## config.mk

```make
export PLATFORM = sky130hd
export DESIGN_NAME = fetch_ctrl
export DESIGN_NICKNAME = d
export VERILOG_FILES = /design/src/rtl/fetch_ctrl.sv
export SDC_FILE = /design/constraint.sdc
export NUM_CORES = 1
export LEC_CHECK = 0
export BUFFER_PORTS_ARGS = -buffer_cell sky130_fd_sc_hd__buf_2
export CORE_ASPECT_RATIO = 1.75
export CORE_UTILIZATION = 30
export DETAILED_ROUTE_END_ITERATION = 8
export GPL_ROUTABILITY_DRIVEN = 1
export SLEW_MARGIN = 20
export SYNTH_ARGS = -nofsm -noshare
export SYNTH_HDL_FRONTEND = slang
export SYNTH_SLANG_ARGS = --single-unit
```

## constraint.sdc

```tcl
create_clock -name reloj -period 9.12 [get_ports reloj]
set_input_delay 2.28 -clock reloj [delete_from_list [all_inputs] [get_ports reloj]]
set_output_delay 2.28 -clock reloj [all_outputs]
set_load 0.01 [all_outputs]
```

## src/rtl/fetch_ctrl.sv

```systemverilog
// Instruction-fetch sequencer: holds the PC, drives a single-cycle instruction
// memory and registers fetched words into the IF/ID register for decode.
//
// Handshake toward decode: instr/pc_out are offered while instr_valid is high;
// a transfer (accept) happens on a rising edge where instr_valid && dec_ready.
// While instr_valid is high and dec_ready is low, instr and pc_out hold.
// Redirect inputs (jump/branch_taken and their operands) count only on accept.
module fetch_ctrl #(
    parameter int                ADDR_W    = 6,
    parameter int                DATA_W    = 32,
    parameter int                LAST_ADDR = 55,
    parameter int                RESET_PC  = 0,
    parameter logic [DATA_W-1:0] HALT_WORD = 32'hFFFF_FFFF
) (
    input  logic              reloj,
    input  logic              reset,
    input  logic              start,
    output logic [ADDR_W-1:0] imem_addr,
    input  logic [DATA_W-1:0] imem_data,
    output logic [DATA_W-1:0] instr,
    output logic              instr_valid,
    input  logic              dec_ready,
    output logic [ADDR_W-1:0] pc_out,
    output logic [ADDR_W-1:0] pc_plus1,
    input  logic              branch_taken,
    input  logic [15:0]       branch_off,
    input  logic              jump,
    input  logic [ADDR_W-1:0] jump_target,
    output logic              halted,
    output logic              err,
    output logic [2:0]        dbg_state
);

    typedef enum logic [2:0] {
        S_IDLE = 3'd0,
        S_RUN  = 3'd1,
        S_END  = 3'd2,
        S_HALT = 3'd3,
        S_ERR  = 3'd4
    } state_t;

    localparam logic [ADDR_W-1:0] LAST  = ADDR_W'(LAST_ADDR);
    localparam logic [ADDR_W-1:0] START = ADDR_W'(RESET_PC);

    state_t            state, state_nxt;
    logic [ADDR_W-1:0] pc, pc_nxt;
    logic [DATA_W-1:0] instr_nxt;
    logic              valid_nxt;
    logic [ADDR_W-1:0] pcout_nxt;

    logic              accept;
    logic              redir;
    logic              fire;
    logic [17:0]       br_target;
    logic              br_ok;
    logic              tgt_ok;
    logic [ADDR_W-1:0] tgt_addr;

    // Handshake and redirect-target arithmetic. The branch target is formed
    // in 18 bits so that negative or far targets are seen as out of range
    // rather than wrapping into the program.
    always_comb begin
        accept    = instr_valid && dec_ready;
        redir     = accept && (jump || branch_taken);
        fire      = !instr_valid || dec_ready;
        br_target = {{(18-ADDR_W){1'b0}}, pc_out} + 18'd1
                  + {{2{branch_off[15]}}, branch_off};
        br_ok     = !br_target[17] && (br_target <= 18'(LAST_ADDR));
        tgt_addr  = jump ? jump_target : br_target[ADDR_W-1:0];
        tgt_ok    = jump ? (jump_target <= LAST) : br_ok;
    end

    // State register.
    always_ff @(posedge reloj or negedge reset) begin
        if (!reset) state <= S_IDLE;
        else        state <= state_nxt;
    end

    // Next state and next datapath values.
    always_comb begin
        state_nxt = state;
        pc_nxt    = pc;
        instr_nxt = instr;
        valid_nxt = instr_valid;
        pcout_nxt = pc_out;
        if ((state == S_RUN || state == S_END) && redir) begin
            // The word read at the old pc this cycle is dropped: one bubble.
            valid_nxt = 1'b0;
            if (tgt_ok) begin
                pc_nxt    = tgt_addr;
                state_nxt = S_RUN;
            end else begin
                state_nxt = S_ERR;
            end
        end else begin
            case (state)
                S_IDLE, S_HALT, S_ERR: begin
                    valid_nxt = 1'b0;
                    if (start) begin
                        pc_nxt    = START;
                        state_nxt = S_RUN;
                    end
                end
                S_RUN: begin
                    if (fire) begin
                        if (imem_data == HALT_WORD) begin
                            valid_nxt = 1'b0;
                            state_nxt = S_HALT;
                        end else begin
                            instr_nxt = imem_data;
                            pcout_nxt = pc;
                            valid_nxt = 1'b1;
                            if (pc == LAST) state_nxt = S_END;
                            else            pc_nxt    = pc + 1'b1;
                        end
                    end
                end
                S_END: begin
                    // Accepting the last word without a redirect falls off the program.
                    if (accept) begin
                        valid_nxt = 1'b0;
                        state_nxt = S_ERR;
                    end
                end
                default: begin
                    valid_nxt = 1'b0;
                    state_nxt = S_IDLE;
                end
            endcase
        end
    end

    // PC and IF/ID register.
    always_ff @(posedge reloj or negedge reset) begin
        if (!reset) begin
            pc          <= START;
            instr       <= '0;
            instr_valid <= 1'b0;
            pc_out      <= '0;
        end else begin
            pc          <= pc_nxt;
            instr       <= instr_nxt;
            instr_valid <= valid_nxt;
            pc_out      <= pcout_nxt;
        end
    end

    // Outputs decoded from the registered state and PC.
    always_comb begin
        imem_addr = pc;
        pc_plus1  = pc_out + 1'b1;
        halted    = (state == S_HALT);
        err       = (state == S_ERR);
        dbg_state = state;
    end

endmodule
```

Word level (Yosys, flattened, before mapping)
Cells that the tools add are included.

storage, ports and cells
  input bits = 60
  word-level logic and storage cells = 64
  output and inout port bits = 56
  register bits after elaboration = 48

operators by class
  magnitude comparators = 2
  reductions and logical operators = 16
  mux-type cells = 22
  bitwise operators = 2
  add/subtract/negate cells = 4
  equal/unequal tests = 13

operators with widths
  cell                    number
  $mux W6                 7
  $eq A32 B32 Y1 const B  1
  $mux W3                 7
  $le A18 B6 Y1 const B   1
  $add A8 B16 Y17         1
  $add A6 B1 Y6 const B   2
  $pmux W6 S2             1
  $ne A3 B3 Y1 const B    3
  $pmux W3 S3             1
  $reduce_and A4 Y1       2
  $add A6 B1 Y7 const B   1
  $eq A3 B2 Y1 const B    2
  $eq A6 B6 Y1 const B    1
  $le A6 B6 Y1 const B    1
  $ne A3 B2 Y1 const B    2
  $reduce_and A6 Y1       1
  $mux W1                 5
  $logic_and A1 B1 Y1     4
  $ne A4 B1 Y1 const B    1
  $eq A3 B1 Y1 const B    1
  $eq A3 B3 Y1 const B    1
  $logic_not A3 Y1        1
  $logic_or A1 B1 Y1      3
  $reduce_bool A3 Y1      1
  6 further kinds         8

Logic depth before layout (Yosys ltp)
  word-level depth = 7
  gate-level depth with buffers = 12

Worst setup path after synthesis
Ideal clock, no wire load.

  kind = input to register
  from = input branch_off[0]
  to = register pc[0], in the netlist imem_addr[0]
  library setup time = 124 ps
  slack = 4,374 ps
  arrival time = 4,622 ps
  stages = 8
  cell sequence = ha_1 > fa_1 > a211o_2 > a21o_2 > a41o_1 > o41ai_4 > nand3_4 > o31a_1

on the way
  word-level cells in the longest chain between the ends = 6
  elaborated cells between the ends (all ways) = 10

ends and longest elaborated chain
  item                                                      line  RTL
  from (decl)                                               26    input logic [15:0] branch_off,
  $add A8 B16 Y17 *                                         67    + {{2{branch_off[15]}}, branch_off};
  $le A18 B6 Y1 / $logic_not A1 Y1 (equally long branches)  68    br_ok = !br_target[17] && (br_target <= 18'(LAST_ADDR));
  $logic_and A1 B1 Y1                                       68
  $mux W1                                                   70    tgt_ok = jump ? (jump_target <= LAST) : br_ok;
  $ne A2 B2 Y1 (no source line)                             -
  $reduce_and A6 Y1 (no source line)                        -
  to (signal assigned)                                      141   pc <= pc_nxt;
  to (decl)                                                 46    logic [ADDR_W-1:0] pc, pc_nxt;

Mark *: on every way between the ends. The rest lies on a longest branch, timed or not. The select of a mux whose other input is x is not followed.
A chain may end at the register's enable or synchronous reset.

Worst setup path after layout
  from = input branch_off[0]
  to = register pc[2], in the netlist imem_addr[2]

The elaborated chain is that of the path after synthesis.

==> results.rst <==
.. list-table::
   :header-rows: 1

   * - Metric
     - Value
   * - Sequential-to-total area share from yosys stat
     - 40.2%
   * - Remaining global-route overflow
     - 0
   * - Data required time at the worst endpoint
     - 9280 ps
   * - Die extent in x
     - 77.4 um
   * - Worst-skew pair later-pin latency
     - 290 ps
   * - Reg2reg path depth
     - 11
   * - Minimum period implied by the final worst setup slack
     - 4870 ps
   * - Cell area after synthesis
     - 0.00299 sq mm
   * - Largest cells by area after synthesis
     - sky130_fd_sc_hd__dfrtp_1 (40%), sky130_fd_sc_hd__mux2_2 (14%), sky130_fd_sc_hd__ha_1 (3.8%)
   * - Flop2flop setup slack
     - 5430 ps
   * - Ratio of final minimum period to clock period
     - around 53%
   * - Final setup skew
     - 6.78 ps
   * - Core Box Area
     - 0.00959 sq mm
   * - Headroom to the max-slew limit
     - 36.5%
   * - Clock Tree Root
     - sky130_fd_sc_hd__clkbuf_16
   * - CTS Hold Buffers Added
     - 0
   * - Total via count in the routed design
     - 2787
   * - FF-to-FF End
     - imem_addr[2]
   * - CTS tree
     - built
   * - Worst min-delay path class
     - reg2reg
   * - Relative area change from synthesis to final layout
     - 27.6%
   * - Top Ports
     - 116
   * - Crit end category
     - register
   * - Start point of the critical path
     - branch_off[0]
   * - Total count of hold-check failures in the final report
     - 0
   * - Wire length of the first global-routing pass
     - 13800 um
   * - Final count of pins violating max slew
     - 0
   * - Worst endpoint data arrival time
     - between 5000 and 6000 ps
   * - Average wire per cell in the routed design
     - 16.1 um
   * - Detailed-router iteration count before antenna repair
     - 4
   * - Wire length after detailed routing
     - 8400 um
   * - Capture point of the worst path
     - imem_addr[2]
   * - Number of instances in the synthesized netlist
     - about 290
   * - Critical path depth in cells
     - 9
   * - Setup violations, final
     - 0
   * - Synthesis Warnings
     - 0
   * - Highest Clock Rate
     - 0.205 GHz
   * - Origin of the critical flop-to-flop path
     - pc_out[0]
   * - CP startpoint kind
     - input pin
   * - Number of buffers inserted by post-CTS setup repair
     - 0
   * - Total Nets Final
     - between 400 and 500
   * - Clock tree sinks
     - 48
   * - Post-synth net total
     - approximately 360
   * - Chain of cells forming the critical path
     - buf_2 > ha_1 > fa_1 > a211o_2 > a21o_2 > a41o_1 > o41ai_4 > nand3_4 > o31a_1
   * - Peak supply drop
     - roughly 0.16 mV
   * - Initial antenna violation count
     - 0
   * - Final routed DRC violation total
     - 0
   * - Via-to-Cell Ratio
     - 5.35
   * - Commonest non-fill, non-tap cells in the layout
     - sky130_fd_sc_hd__buf_2 (114), sky130_fd_sc_hd__dfrtp_1 (48), sky130_fd_sc_hd__mux2_2 (37)
   * - Leading register cell type out of synthesis
     - sky130_fd_sc_hd__dfrtp_1
   * - Total Die Area
     - 0.0104 sq mm
   * - Setup WS pre-CTS
     - 3950 ps
   * - Port Buf Inserts
     - 115
   * - Cell Rows
     - 47
   * - Path type of the worst setup path
     - in2reg
   * - Power per Cell Area
     - 301 mW/mm^2
   * - Area fraction of the dominant cell type after synthesis
     - 40.2%
   * - Highest cell delay on the worst timing path
     - approximately 680 ps
   * - H-Tree Depth
     - 2
   * - Starting density of the core
     - between 30% and 40%
   * - Largest fanout of any net on the critical path
     - 10
   * - Largest buffer count on any clock path
     - 2
   * - RSZ-0062 raised after global routing
     - no
   * - Drt first-iter violations
     - 151
   * - Worst slew pin tran
     - 945 ps
   * - Post-route worst setup slack
     - 4250 ps
   * - Placed wire-length estimate after detailed placement
     - 6590 um
   * - Reported leakage power
     - 1.79 nW
   * - Chip Height
     - 134 um
   * - Overall power after layout
     - 0.00115 W
   * - Library cell with the largest summed area after synthesis
     - sky130_fd_sc_hd__dfrtp_1
   * - Tot GR Track Use
     - 16.7%
   * - Total CTS buffers
     - 5
   * - Buffers & Inverters on Critical Path
     - 1
   * - Outcome
     - complete, no violations
   * - Post-cts repair resize count
     - 0
   * - Worst-case hold slack
     - between 400 and 500 ps
   * - Fin Setup TNS
     - 0 ps
   * - Final RePlAce weighted congestion
     - around 0.90
   * - Via count of the first global-routing pass
     - ~2900
   * - Fraction of layout cells with a size suffix above 1
     - 43.9%
   * - Clk slew on worst S/H paths
     - 60 ps
   * - Synth Area per Inst
     - 10.4 sq um
   * - Remaining number of nets flagged by the antenna check after routing
     - 0
   * - Maximum Capacitance Violations
     - 0
   * - Most common library cell in the layout ignoring fill and taps
     - sky130_fd_sc_hd__buf_2
   * - Post-synth EDFFs
     - 0
   * - Antenna diodes
     - 0
   * - Async SR Flop Fraction
     - 100%
   * - Flop and latch count out of synthesis
     - 48
   * - Synth cell types
     - 59
   * - Cell with the largest stage delay on the worst path
     - sky130_fd_sc_hd__o41ai_4
   * - Delay-heaviest family, CP
     - compound AO/OA/AOI/OAI gates
   * - Largest net degree at the start of global routing
     - 49
## registers in the layout, summed over array words and instances, names as in the netlist
register / cells
instr_valid: 1
pc_out: 6
imem_addr: 6
instr: 32
dbg_state: 3
## worst reg2reg max path, cell delays in order (launching register included)
cell and delay [ps]:
sky130_fd_sc_hd__dfrtp_1 420, sky130_fd_sc_hd__ha_1 210, sky130_fd_sc_hd__nand3_1 120, sky130_fd_sc_hd__xnor2_1 170, sky130_fd_sc_hd__ha_1 400, sky130_fd_sc_hd__o211ai_1 160, sky130_fd_sc_hd__o211ai_1 430, sky130_fd_sc_hd__nand2_1 150
sky130_fd_sc_hd__o211a_1 270, sky130_fd_sc_hd__o41ai_4 700, sky130_fd_sc_hd__nand3_4 190, sky130_fd_sc_hd__o31a_1 350
## power by group
part           switching [W]  internal [W]
combinational       0.000301      0.000281
clock              0.0000771      0.000110
sequential         0.0000701      0.000309
total               0.000449      0.000700
## Yosys cell counts, types with 2 or more instances
cell type                  number
sky130_fd_sc_hd__nand3_1       13
sky130_fd_sc_hd__o21ai_0        7
sky130_fd_sc_hd__clkbuf_1       4
sky130_fd_sc_hd__nor4_1         4
sky130_fd_sc_hd__nor2b_1        2
sky130_fd_sc_hd__o211ai_1       3
sky130_fd_sc_hd__dfrtp_1       48
sky130_fd_sc_hd__nor3_1         4
sky130_fd_sc_hd__ha_1           9
sky130_fd_sc_hd__a21oi_1       16
sky130_fd_sc_hd__buf_2          4
sky130_fd_sc_hd__o22ai_1        4
sky130_fd_sc_hd__nand2_1       18
sky130_fd_sc_hd__mux2i_1        5
sky130_fd_sc_hd__a31oi_1        3
sky130_fd_sc_hd__buf_4          2
sky130_fd_sc_hd__or3_1          2
sky130_fd_sc_hd__a41oi_1        2
sky130_fd_sc_hd__a211oi_1       2
sky130_fd_sc_hd__nand2b_1       5
sky130_fd_sc_hd__and3_1         5
sky130_fd_sc_hd__xor2_1         3
sky130_fd_sc_hd__a21boi_0       2
sky130_fd_sc_hd__xnor2_1        6
sky130_fd_sc_hd__o211a_1        3
sky130_fd_sc_hd__nand4_1       12
sky130_fd_sc_hd__o21a_1         3
sky130_fd_sc_hd__mux2_2        37
sky130_fd_sc_hd__a21o_1         3
sky130_fd_sc_hd__a41o_2         5
sky130_fd_sc_hd__o22a_1         2
sky130_fd_sc_hd__inv_1          6
sky130_fd_sc_hd__o31a_1         3
sky130_fd_sc_hd__nor2_1        15
## metrics by stage
step | util (%) | cell area (sq um) | instances
floorplan | - | 2990 | 287
global placement | 38.2 | 3660 | 513
detailed placement | 38.2 | 3660 | 513
CTS | 39.7 | 3810 | 521
global route | 39.8 | 3810 | 521
finish | 39.8 | 3810 | 521
## worst min-delay path by stage
stage	from	end	slack, ps	cells after the start
after floorplan	instr[19]	instr[19]	550	1
after global placement	instr[20]	instr[20]	490	1
after detailed placement	instr[1]	instr[1]	490	1
after CTS	instr[28]	instr[28]	510	1
after global routing	instr[26]	instr[26]	520	1
final	instr[28]	instr[28]	500	1
## area by class of cell
| type | count | area (sq um) |
|---|---|---|
| multi-input combinational | 222 | 1710 |
| timing repair buffer | 115 | 578 |
| tap | 122 | 153 |
| fill | 978 | 5770 |
| inverter | 6 | 22.5 |
| clock buffer | 8 | 146 |
| sequential | 48 | 1200 |
## cell families (layout without fill, tap and decap cells)
kind of cell,Yosys count,in the layout,synth area share (%)
mux,42,42,15.6
simple gates,88,88,15.7
flops,48,48,40.2
compound gates,73,73,18.8
xor+xnor,9,9,2.64
fa+ha+maj,10,10,4.44
buf+inv,17,129,2.55
## per-layer routing
layer / vias to the layer above / wire length [um] / GRT usage [%]
met5: - / 0 / 0
met4: 0 / 238 / 7.86
met3: 19 / 522 / 3.27
met2: 135 / 4390 / 30.3
met1: 1314 / 3250 / 18.4
li1: 1319 / - / -
Power figures use the tool's default switching activity.
